**config.mk**
```make
export PLATFORM = sky130hd
export DESIGN_NAME = systolic_feeder_i
export DESIGN_NICKNAME = d
export VERILOG_FILES = /design/src/rtl/systolic_feeder_i.sv
export SDC_FILE = /design/constraint.sdc
export NUM_CORES = 1
export LEC_CHECK = 0
export BUFFER_PORTS_ARGS = -buffer_cell sky130_fd_sc_hd__buf_2
export CAP_MARGIN = 25
export CORE_ASPECT_RATIO = 0.8
export CORE_MARGIN = 2
export CORE_UTILIZATION = 30
export DETAILED_ROUTE_END_ITERATION = 8
export PLACE_DENSITY_LB_ADDON = 0.08
export REMOVE_ABC_BUFFERS = 1
export SETUP_SLACK_MARGIN = 0.02
export SYNTH_ARGS = -nofsm -noshare
export SYNTH_HDL_FRONTEND = slang
export SYNTH_SLANG_ARGS = --single-unit
```
**constraint.sdc**
```tcl
create_clock -name CLK -period 6 [get_ports CLK]
set_input_delay 1.2 -clock CLK [delete_from_list [all_inputs] [get_ports CLK]]
set_output_delay 1.2 -clock CLK [all_outputs]
set_load 0.02 [all_outputs]
```
**src/rtl/systolic_feeder_i.sv**
```systemverilog
// rtl/systolic_feeder_i.sv - activation vector feeder for the systolic array input skew loader; optional SYSTOLIC_FEEDER_REPEAT_EN
`ifndef PE_ROW
`define PE_ROW 8
`endif
`ifndef BIT_DATA
`define BIT_DATA 8
`endif

module systolic_feeder_i #(
    parameter int ADDR_BITS = 8,
    parameter int FLUSH_LEN = 14
) (
    input  logic                            CLK,
    input  logic                            RSTn,
    input  logic                            i_Start,
    input  logic [ADDR_BITS-1:0]            i_Base_Addr,
    input  logic [ADDR_BITS:0]              i_Len,
`ifdef SYSTOLIC_FEEDER_REPEAT_EN
    input  logic [3:0]                      i_Repeat,
`endif
    output logic                            o_Rd_En,
    output logic [ADDR_BITS-1:0]            o_Rd_Addr,
    input  logic [`PE_ROW*`BIT_DATA-1:0]    i_Rd_Data,
    output logic [`PE_ROW*`BIT_DATA-1:0]    o_Data_I_In,
    output logic                            o_Valid,
    output logic                            o_Busy,
    output logic                            o_Done
);

    // The flush phase covers the two-cycle read/register pipeline so that
    // FLUSH_LEN all-zero vectors follow the last data vector before done.
    localparam int FLUSH_CYC = FLUSH_LEN + 2;
    localparam int FW        = $clog2(FLUSH_CYC + 1);
    localparam logic [FW-1:0]      FLUSH_LAST = FW'(FLUSH_CYC - 1);
    localparam logic [FW-1:0]      FLUSH_ONE  = FW'(1);
    localparam logic [ADDR_BITS:0] LEN_ONE    = (ADDR_BITS+1)'(1);

    typedef enum logic [1:0] {
        IDLE  = 2'd0,
        FEED  = 2'd1,
        FLUSH = 2'd2,
        DONE  = 2'd3
    } state_t;

    state_t                 state_q, state_d;
    logic [ADDR_BITS-1:0]   base_q, base_d;
    logic [ADDR_BITS:0]     len_q, len_d;
    logic [ADDR_BITS:0]     idx_q, idx_d;
    logic [FW-1:0]          flush_q, flush_d;
    logic                   last_read;
    logic                   last_pass;
    logic                   rd_pend_q;

`ifdef SYSTOLIC_FEEDER_REPEAT_EN
    logic [3:0]             pass_q, pass_d;
    logic [3:0]             rep_q, rep_d;

    assign last_pass = (pass_q == rep_q);
`else
    assign last_pass = 1'b1;
`endif

    assign last_read = (idx_q == (len_q - LEN_ONE));

    // State, run parameters and counters; reset returns everything to an idle, empty run.
    always_ff @(posedge CLK or negedge RSTn) begin
        if (!RSTn) begin
            state_q <= IDLE;
            base_q  <= '0;
            len_q   <= '0;
            idx_q   <= '0;
            flush_q <= '0;
`ifdef SYSTOLIC_FEEDER_REPEAT_EN
            pass_q  <= '0;
            rep_q   <= '0;
`endif
        end else begin
            state_q <= state_d;
            base_q  <= base_d;
            len_q   <= len_d;
            idx_q   <= idx_d;
            flush_q <= flush_d;
`ifdef SYSTOLIC_FEEDER_REPEAT_EN
            pass_q  <= pass_d;
            rep_q   <= rep_d;
`endif
        end
    end

    // Next-state and counter sequencing for start, read issue, pass repeat and flush.
    always_comb begin
        state_d = state_q;
        base_d  = base_q;
        len_d   = len_q;
        idx_d   = idx_q;
        flush_d = flush_q;
`ifdef SYSTOLIC_FEEDER_REPEAT_EN
        pass_d  = pass_q;
        rep_d   = rep_q;
`endif
        case (state_q)
            IDLE: begin
                if (i_Start) begin
                    if (i_Len != '0) begin
                        base_d  = i_Base_Addr;
                        len_d   = i_Len;
                        idx_d   = '0;
                        state_d = FEED;
`ifdef SYSTOLIC_FEEDER_REPEAT_EN
                        pass_d  = '0;
                        rep_d   = i_Repeat;
`endif
                    end else begin
                        state_d = DONE;
                    end
                end
            end
            FEED: begin
                if (last_read) begin
                    idx_d = '0;
                    if (last_pass) begin
                        flush_d = '0;
                        state_d = FLUSH;
                    end else begin
`ifdef SYSTOLIC_FEEDER_REPEAT_EN
                        pass_d = pass_q + 4'd1;
`endif
                    end
                end else begin
                    idx_d = idx_q + LEN_ONE;
                end
            end
            FLUSH: begin
                if (flush_q == FLUSH_LAST) begin
                    state_d = DONE;
                end else begin
                    flush_d = flush_q + FLUSH_ONE;
                end
            end
            DONE: begin
                state_d = IDLE;
            end
            default: begin
                state_d = IDLE;
            end
        endcase
    end

    // Read strobe and address follow the state directly so reset silences them immediately.
    always_comb begin
        o_Rd_En   = (state_q == FEED);
        o_Rd_Addr = '0;
        if (state_q == FEED) begin
            o_Rd_Addr = base_q + idx_q[ADDR_BITS-1:0];
        end
        o_Busy    = (state_q != IDLE);
        o_Done    = (state_q == DONE);
    end

    // Register returned buffer data one cycle after the read; everything else is an all-zero bubble.
    always_ff @(posedge CLK or negedge RSTn) begin
        if (!RSTn) begin
            rd_pend_q   <= 1'b0;
            o_Data_I_In <= '0;
            o_Valid     <= 1'b0;
        end else begin
            rd_pend_q   <= o_Rd_En;
            o_Valid     <= rd_pend_q;
            o_Data_I_In <= rd_pend_q ? i_Rd_Data : '0;
        end
    end

endmodule

```
==> results of run 1 <==
==> per-layer routing <==
layer	global-route usage	share of wire	wire length, um
met5	0	0	0
met4	0.04082	0.0090	98
met3	0.07785	0.093	1015
met2	0.2416	0.46	5027
met1	0.1779	0.43	4723
==> area by class of cell <==
cell class	instances	area share
Sequential cell	99	0.4362
Multi-Input combinational cell	241	0.3036
Timing Repair Buffer	164	0.1472
Clock buffer	11	0.04450
Tap cell	184	0.04054
Clock inverter	5	0.01608
Inverter	18	0.01190
==> power by group through the flow <==
stage	registers (mW)	clock network, mW	logic, mW
CTS	0.989	0.685	1.10
finish	0.985	0.661	1.08
detailed placement	0.998	0	1.10
global placement	0.995	0	1.08
floorplan	1.14	0	0.574
global route	1.01	0.718	1.20
==> layout by cell type, fill, tap and decap left out, types with 11 or more instances in the layout <==
cell type / count
nand2_1: 16
buf_2: 158
ha_1: 15
and2_1: 66
inv_1: 18
nand3_1: 11
mux2_2: 15
xnor2_1: 12
a21oi_1: 12
dfrtp_1: 99
==> cells by family after synthesis <==
kind of cell	count (synthesis)	share of synthesized area
flip-flops	99	0.5729
AND/OR/NAND/NOR	137	0.1843
buffers and inverters	34	0.02980
adder cells (fa/ha/maj)	16	0.04803
multiplexers	17	0.04369
XOR/XNOR	17	0.03443
AO/OA/AOI/OAI	54	0.08681
==> flip-flops by register name, indices dropped and copies added (netlist names) <==
signal and count:
base_q 8, o_Valid 1, flush_q 5, rd_pend_q 1, state_q 2, o_Data_I_In 64, len_q 9, idx_q 9
==> through the flow <==
stage | hold WS [ps] | power, mW | instances | cell area (um2)
2_1_floorplan | 487.5 | 1.709 | 358 | 4263
3_3_place_gp | 506.1 | 2.078 | 705 | 5328
3_5_place_dp | 515.7 | 2.098 | 706 | 5335
4_1_cts | 531.9 | 2.775 | 722 | 5679
5_1_grt | 555.8 | 2.929 | 722 | 5679
6_report | 525.3 | 2.725 | 722 | 5679
==> cell usage after synthesis, types with 2 or more instances <==
| library cell | n |
|---|---|
| dfrtp_1 | 99 |
| and2_1 | 66 |
| inv_1 | 18 |
| nand2_1 | 16 |
| clkbuf_1 | 15 |
| ha_1 | 15 |
| mux2_2 | 15 |
| a21oi_1 | 12 |
| xnor2_1 | 12 |
| nand3_1 | 11 |
| nor2_1 | 10 |
| o21ai_0 | 10 |
| nor3_1 | 9 |
| a31oi_1 | 6 |
| or3_1 | 6 |
| xor2_1 | 5 |
| a21o_1 | 4 |
| o21a_1 | 4 |
| o221ai_1 | 4 |
| o22ai_1 | 3 |
| or2_2 | 3 |
| mux2i_1 | 2 |
| nor2b_1 | 2 |
| nor4_1 | 2 |
| o21bai_1 | 2 |
==> how the worst max path moves through the flow <==
stage,end,from,depth (start not counted)
final,o_Rd_Addr[7],idx_q[1],8
after global routing,o_Rd_Addr[7],idx_q[1],8
after CTS,o_Rd_Addr[7],idx_q[1],8
after detailed placement,o_Rd_Addr[7],idx_q[1],8
after global placement,o_Rd_Addr[7],idx_q[1],8
after floorplan,idx_q[8],i_Len[4],6
==> reports/metrics.cfg, run 1 <==
[run_status]
status = complete, no violations

[sta]
min_period_ps = 3862
setup_viol = 0
rsz0062_at_grt = no
clock.fmax_ghz = 0.2589
final.setup_skew_ps = 12.26
maxSlewHeadroom = 0.4786
fin_ws_ps = 2138
finalHoldViolations = 0
min_period_over_period = 0.6437
finalSetupTns_ps = 0
drv_slew = 0
worst_pin_slew_ps = 782.1

[pwr]
switching_power_mw = 1.038
peakVddDrop_uv = 216.0
seqPwrFrac = 0.361
switching_share = 0.3809
clkPwrFrac = 0.243
combPwrFrac = 0.396
internal_power_mw = 1.687
powerDensity_nw_per_um2 = 479.8
power_leakage_nw = 2.878

[floorplan]
start_util = 0.3045
num_rows = 39
die_h_um = 111.4
die_w_um = 138.2
io_pins = 160
floorplan.die_area_um2 = 15400
design.core.area_um2 = 14200

[clock_tree]
cts_made_buffers = 9
clk-insertion-delay-late_ps = 350
clk_pin_slew_ps = 80
root_buffer = clkbuf_16
cts_tree = done
post_cts_buffers = 0
clk_path_buf_depth = 2
hold_buffers = 0
clock-sinks = 99
cts_resized = 0
h-tree-depth = 3

[finish]
regArea_um2 = 2477
final_nets = 633
multi_input_area_um2 = 1724
finish.utilization = 0.3999
fillers = 1394
diodes = 0
syn_to_final_growth_pct = 31.34
drive_above_1_share = 0.3829

[global_routing]
grt_pass1_wl_um = 18140
grt_pass1_vias = 3524
grt_max_degree = 66
antenna_found_initial = 0
grt-ovfl-total = 0
track_usage = 0.1502

[placement]
finalWeightedCongestion = 0.7213
numPortBuffers = 159
hpwl_um = 8003
place_ws_ps = 2506

[min_path]
min_from = base_q[3]
min_to = base_q[3]
min_path_cells = 1
hp-class = reg -> reg

[setup_path]
crit_slowest_cell = a2111oi_0
path_cells = ha_1 > a21o_1 > a21oi_1 > o21bai_1 > a2111oi_0 > o21a_1 > o21a_1 > buf_2
path_class = reg -> out
cp_data_required_time_ps = 4800
path_common_cell = o21a_1
cpLargestDelayFamily = compound AO/OA/AOI/OAI gates
slowest_delay_ps = 580
cp_num_buf_inv = 1
reg2reg_slack_ps = 3340
reg2reg_depth = 8
r2r-end = state_q[0]
worst-path-max-fanout = 6
r2r_start = len_q[0]
crit_path_end_kind = primary output
startpoint_type = register
arrival_ps = 2660

[synth]
synthFlopType = dfrtp_1
ys_seq_area_frac = 0.5729
yosysWarnings = 0
yosys.area.top_type = dfrtp_1
synth.top_cell.area_share = 0.5729
synth_cells = 374
ys_types = 48
synth.area.top_cells = dfrtp_1, and2_1, ha_1, mux2_2, xnor2_1
synth_seq_cells = 99
synthesis.area_um2 = 4324
synth_edf_count = 0
synth.avg_cell_area_um2 = 11.56
async_flop_share = 1.000

[route]
wire_per_inst_um = 15.05
antenna_left = 0
drt_pass1_iterations = 4
routed_wl_um = 10870
vias = 3235
first_iter_violations = 159
drc = 0
routed_via_density = 4.481

[flow_run]
drv_cap = 0

No activity file was read; power rests on OpenSTA's default activity.
==> run 2: changes to the inputs <==
==> constraint.sdc (replaced) <==
create_clock -name CLK -period 3.3 [get_ports CLK]
set_input_delay 0.66 -clock CLK [delete_from_list [all_inputs] [get_ports CLK]]
set_output_delay 0.66 -clock CLK [all_outputs]
set_load 0.02 [all_outputs]
==> reports/metrics.cfg, run 2 (synthesized netlist as in run 1, its figures left out) <==
[run_status]
status = complete, no violations

[finish]
top_regs = o_Data_I_In: 64 flops, idx_q: 9 flops, len_q: 9 flops
largest_reg_flops = 64  ; unchanged
layout_common_cells = buf_2, dfrtp_1, and2_1
fillers = 1412  ; +1.3%
final_nets = 634  ; +0.16%
regMostFlops = o_Data_I_In
syn_to_final_growth_pct = 31.60
drive_above_1_share = 0.3915  ; +0.008566
final_common_cell = buf_2

[setup_path]
reg2reg_slack_ps = 720  ; -2620 ps
r2r-end = state_q[0]
crit_path_end_kind = primary output
startpoint_type = register
cp_data_required_time_ps = 2640  ; -2160 ps
path_class = reg -> out
r2r_start = len_q[0]
path_common_cell = o21a_1
crit_slowest_cell = dfrtp_1
slowest_delay_ps = 470  ; -110 ps
cpLargestDelayFamily = compound AO/OA/AOI/OAI gates
path_cells = ha_1 > a21o_1 > a21oi_2 > o21bai_1 > a2111oi_2 > o21a_1 > o21a_1 > buf_2
cp_num_buf_inv = 1  ; unchanged
reg2reg_depth = 8  ; unchanged
worst-path-max-fanout = 6  ; unchanged
arrival_ps = 2440  ; -220 ps

[route]
routed_wl_um = 10720  ; -1.3%
first_iter_violations = 112  ; -30%
drc = 0  ; unchanged
vias = 3247  ; +0.37%
drt_pass1_iterations = 4  ; unchanged
wire_per_inst_um = 14.81  ; -1.6%
antenna_left = 0  ; unchanged
routed_via_density = 4.485  ; about the same

[sta]
maxSlewHeadroom = 0.5172  ; +0.03862
drv_slew = 0  ; unchanged
worst_pin_slew_ps = 724.2  ; -57.93 ps
finalHoldViolations = 0  ; unchanged
rsz0062_at_grt = no
min_period_ps = 3096
setup_viol = 0  ; unchanged
finalSetupTns_ps = 0  ; unchanged
final.setup_skew_ps = 6.027  ; -6.233 ps
clock.fmax_ghz = 0.3230
min_period_over_period = 0.9383

[clock_tree]
clk-insertion-delay-late_ps = 350  ; about the same
h-tree-depth = 3  ; unchanged
cts_tree = done
clock-sinks = 99  ; unchanged
cts_resized = 1  ; +1
clk_pin_slew_ps = 70  ; about the same
hold_buffers = 0  ; unchanged
root_buffer = clkbuf_16
cts_made_buffers = 9  ; unchanged
clk_path_buf_depth = 2  ; unchanged
post_cts_buffers = 0  ; unchanged

[pwr]
power_mw = 4.880  ; +79%
clkPwrFrac = 0.229  ; -0.014
combPwrFrac = 0.405  ; +0.009
seqPwrFrac = 0.366  ; +0.005
internal_power_mw = 2.992  ; +77%
peakVddDrop_uv = 394.8  ; +83%
switching_power_mw = 1.888  ; +82%
switching_share = 0.3869  ; +0.005994
powerDensity_nw_per_um2 = 857.5  ; +79%
power_leakage_nw = 2.876  ; about the same

[global_routing]
grt_pass1_wl_um = 17390  ; -4.1%
track_usage = 0.1440  ; -0.006115
antenna_found_initial = 0  ; unchanged
grt-ovfl-total = 0  ; unchanged
grt_pass1_vias = 3379  ; -4.1%
grt_max_degree = 66  ; unchanged

[floorplan]
design.core.area_um2 = 14200  ; unchanged
start_util = 0.3045  ; unchanged
floorplan.die_area_um2 = 15400  ; unchanged
io_pins = 160  ; unchanged
num_rows = 39  ; unchanged
die_w_um = 138.2  ; unchanged
die_h_um = 111.4  ; unchanged

[placement]
numPortBuffers = 159  ; unchanged
finalWeightedCongestion = 0.7168  ; -0.62%
hpwl_um = 7939  ; -0.80%

[flow_run]
drv_cap = 0  ; unchanged

[min_path]
hp-class = in -> async

## run 2: per-layer routing
metal	GRT usage	vias up	routed length [um]
met5	0	-	0
met4	0.04286	0	171
met3	0.08258	14	1131
met2	0.2188	115	4786
met1	0.1749	1526	4634
li1	-	1592	-
## run 2: worst max path at each step
| stage | cells after the start | slack, ps | endpoint | startpoint |
|---|---|---|---|---|
| 6_report | 8 | 200 | o_Rd_Addr[7] | idx_q[1] |
| 2_1_floorplan | 6 | 440 | idx_q[8] | i_Len[4] |
| 3_5_place_dp | 8 | 370 | o_Rd_Addr[7] | idx_q[1] |
| 4_1_cts | 8 | 50 | o_Rd_Addr[7] | idx_q[1] |
| 5_1_grt | 9 | 40 | o_Rd_Addr[6] | idx_q[0] |
| 3_3_place_gp | 8 | 380 | o_Rd_Addr[7] | idx_q[1] |
## run 2: layout make-up
type	instances	area (um2)	share of cell area
clock buffers	10	239.0	0.04200
inverters	18	67.56	0.01187
well taps	184	230.2	0.04046
diodes	1	2.502	0.0004398
flip-flops and latches	99	2479	0.4356
clock inverters	6	78.83	0.01385
repair buffers	165	855.8	0.1504
multi-input cells	241	1738	0.3054
## run 2: metrics by stage
stage | setup slack (ps) | cell area (um2) | hold WS, ps | util | instances
floorplan | 440.2 | 4263 | 364.4 | - | 358
global placement | 381.8 | 5355 | 503.4 | 0.3771 | 707
detailed placement | 369.2 | 5355 | 511.3 | 0.3771 | 707
CTS | 47.17 | 5674 | 338.9 | 0.3996 | 723
global route | 39.01 | 5688 | 366.7 | 0.4006 | 723
finish | 203.7 | 5690 | 326.7 | 0.4007 | 724
## run 2: power groups by stage
stage          registers [mW]  clock network [mW]  logic (mW)
2_1_floorplan            2.06                   0        1.04
3_3_place_gp             1.80                   0        1.99
3_5_place_dp             1.81                   0        2.00
4_1_cts                  1.79                1.16        2.01
5_1_grt                  1.83                1.22        2.18
6_report                 1.79                1.12        1.97
## run 2: worst register-to-register path, cell delays in order, from the launching register on
cell and delay [ps]:
dfrtp_1 430, inv_1 80, ha_1 250, nor3b_2 190, o21a_1 190, nor3b_1 260, o2111ai_2 440, and2_4 360
o32a_1 270
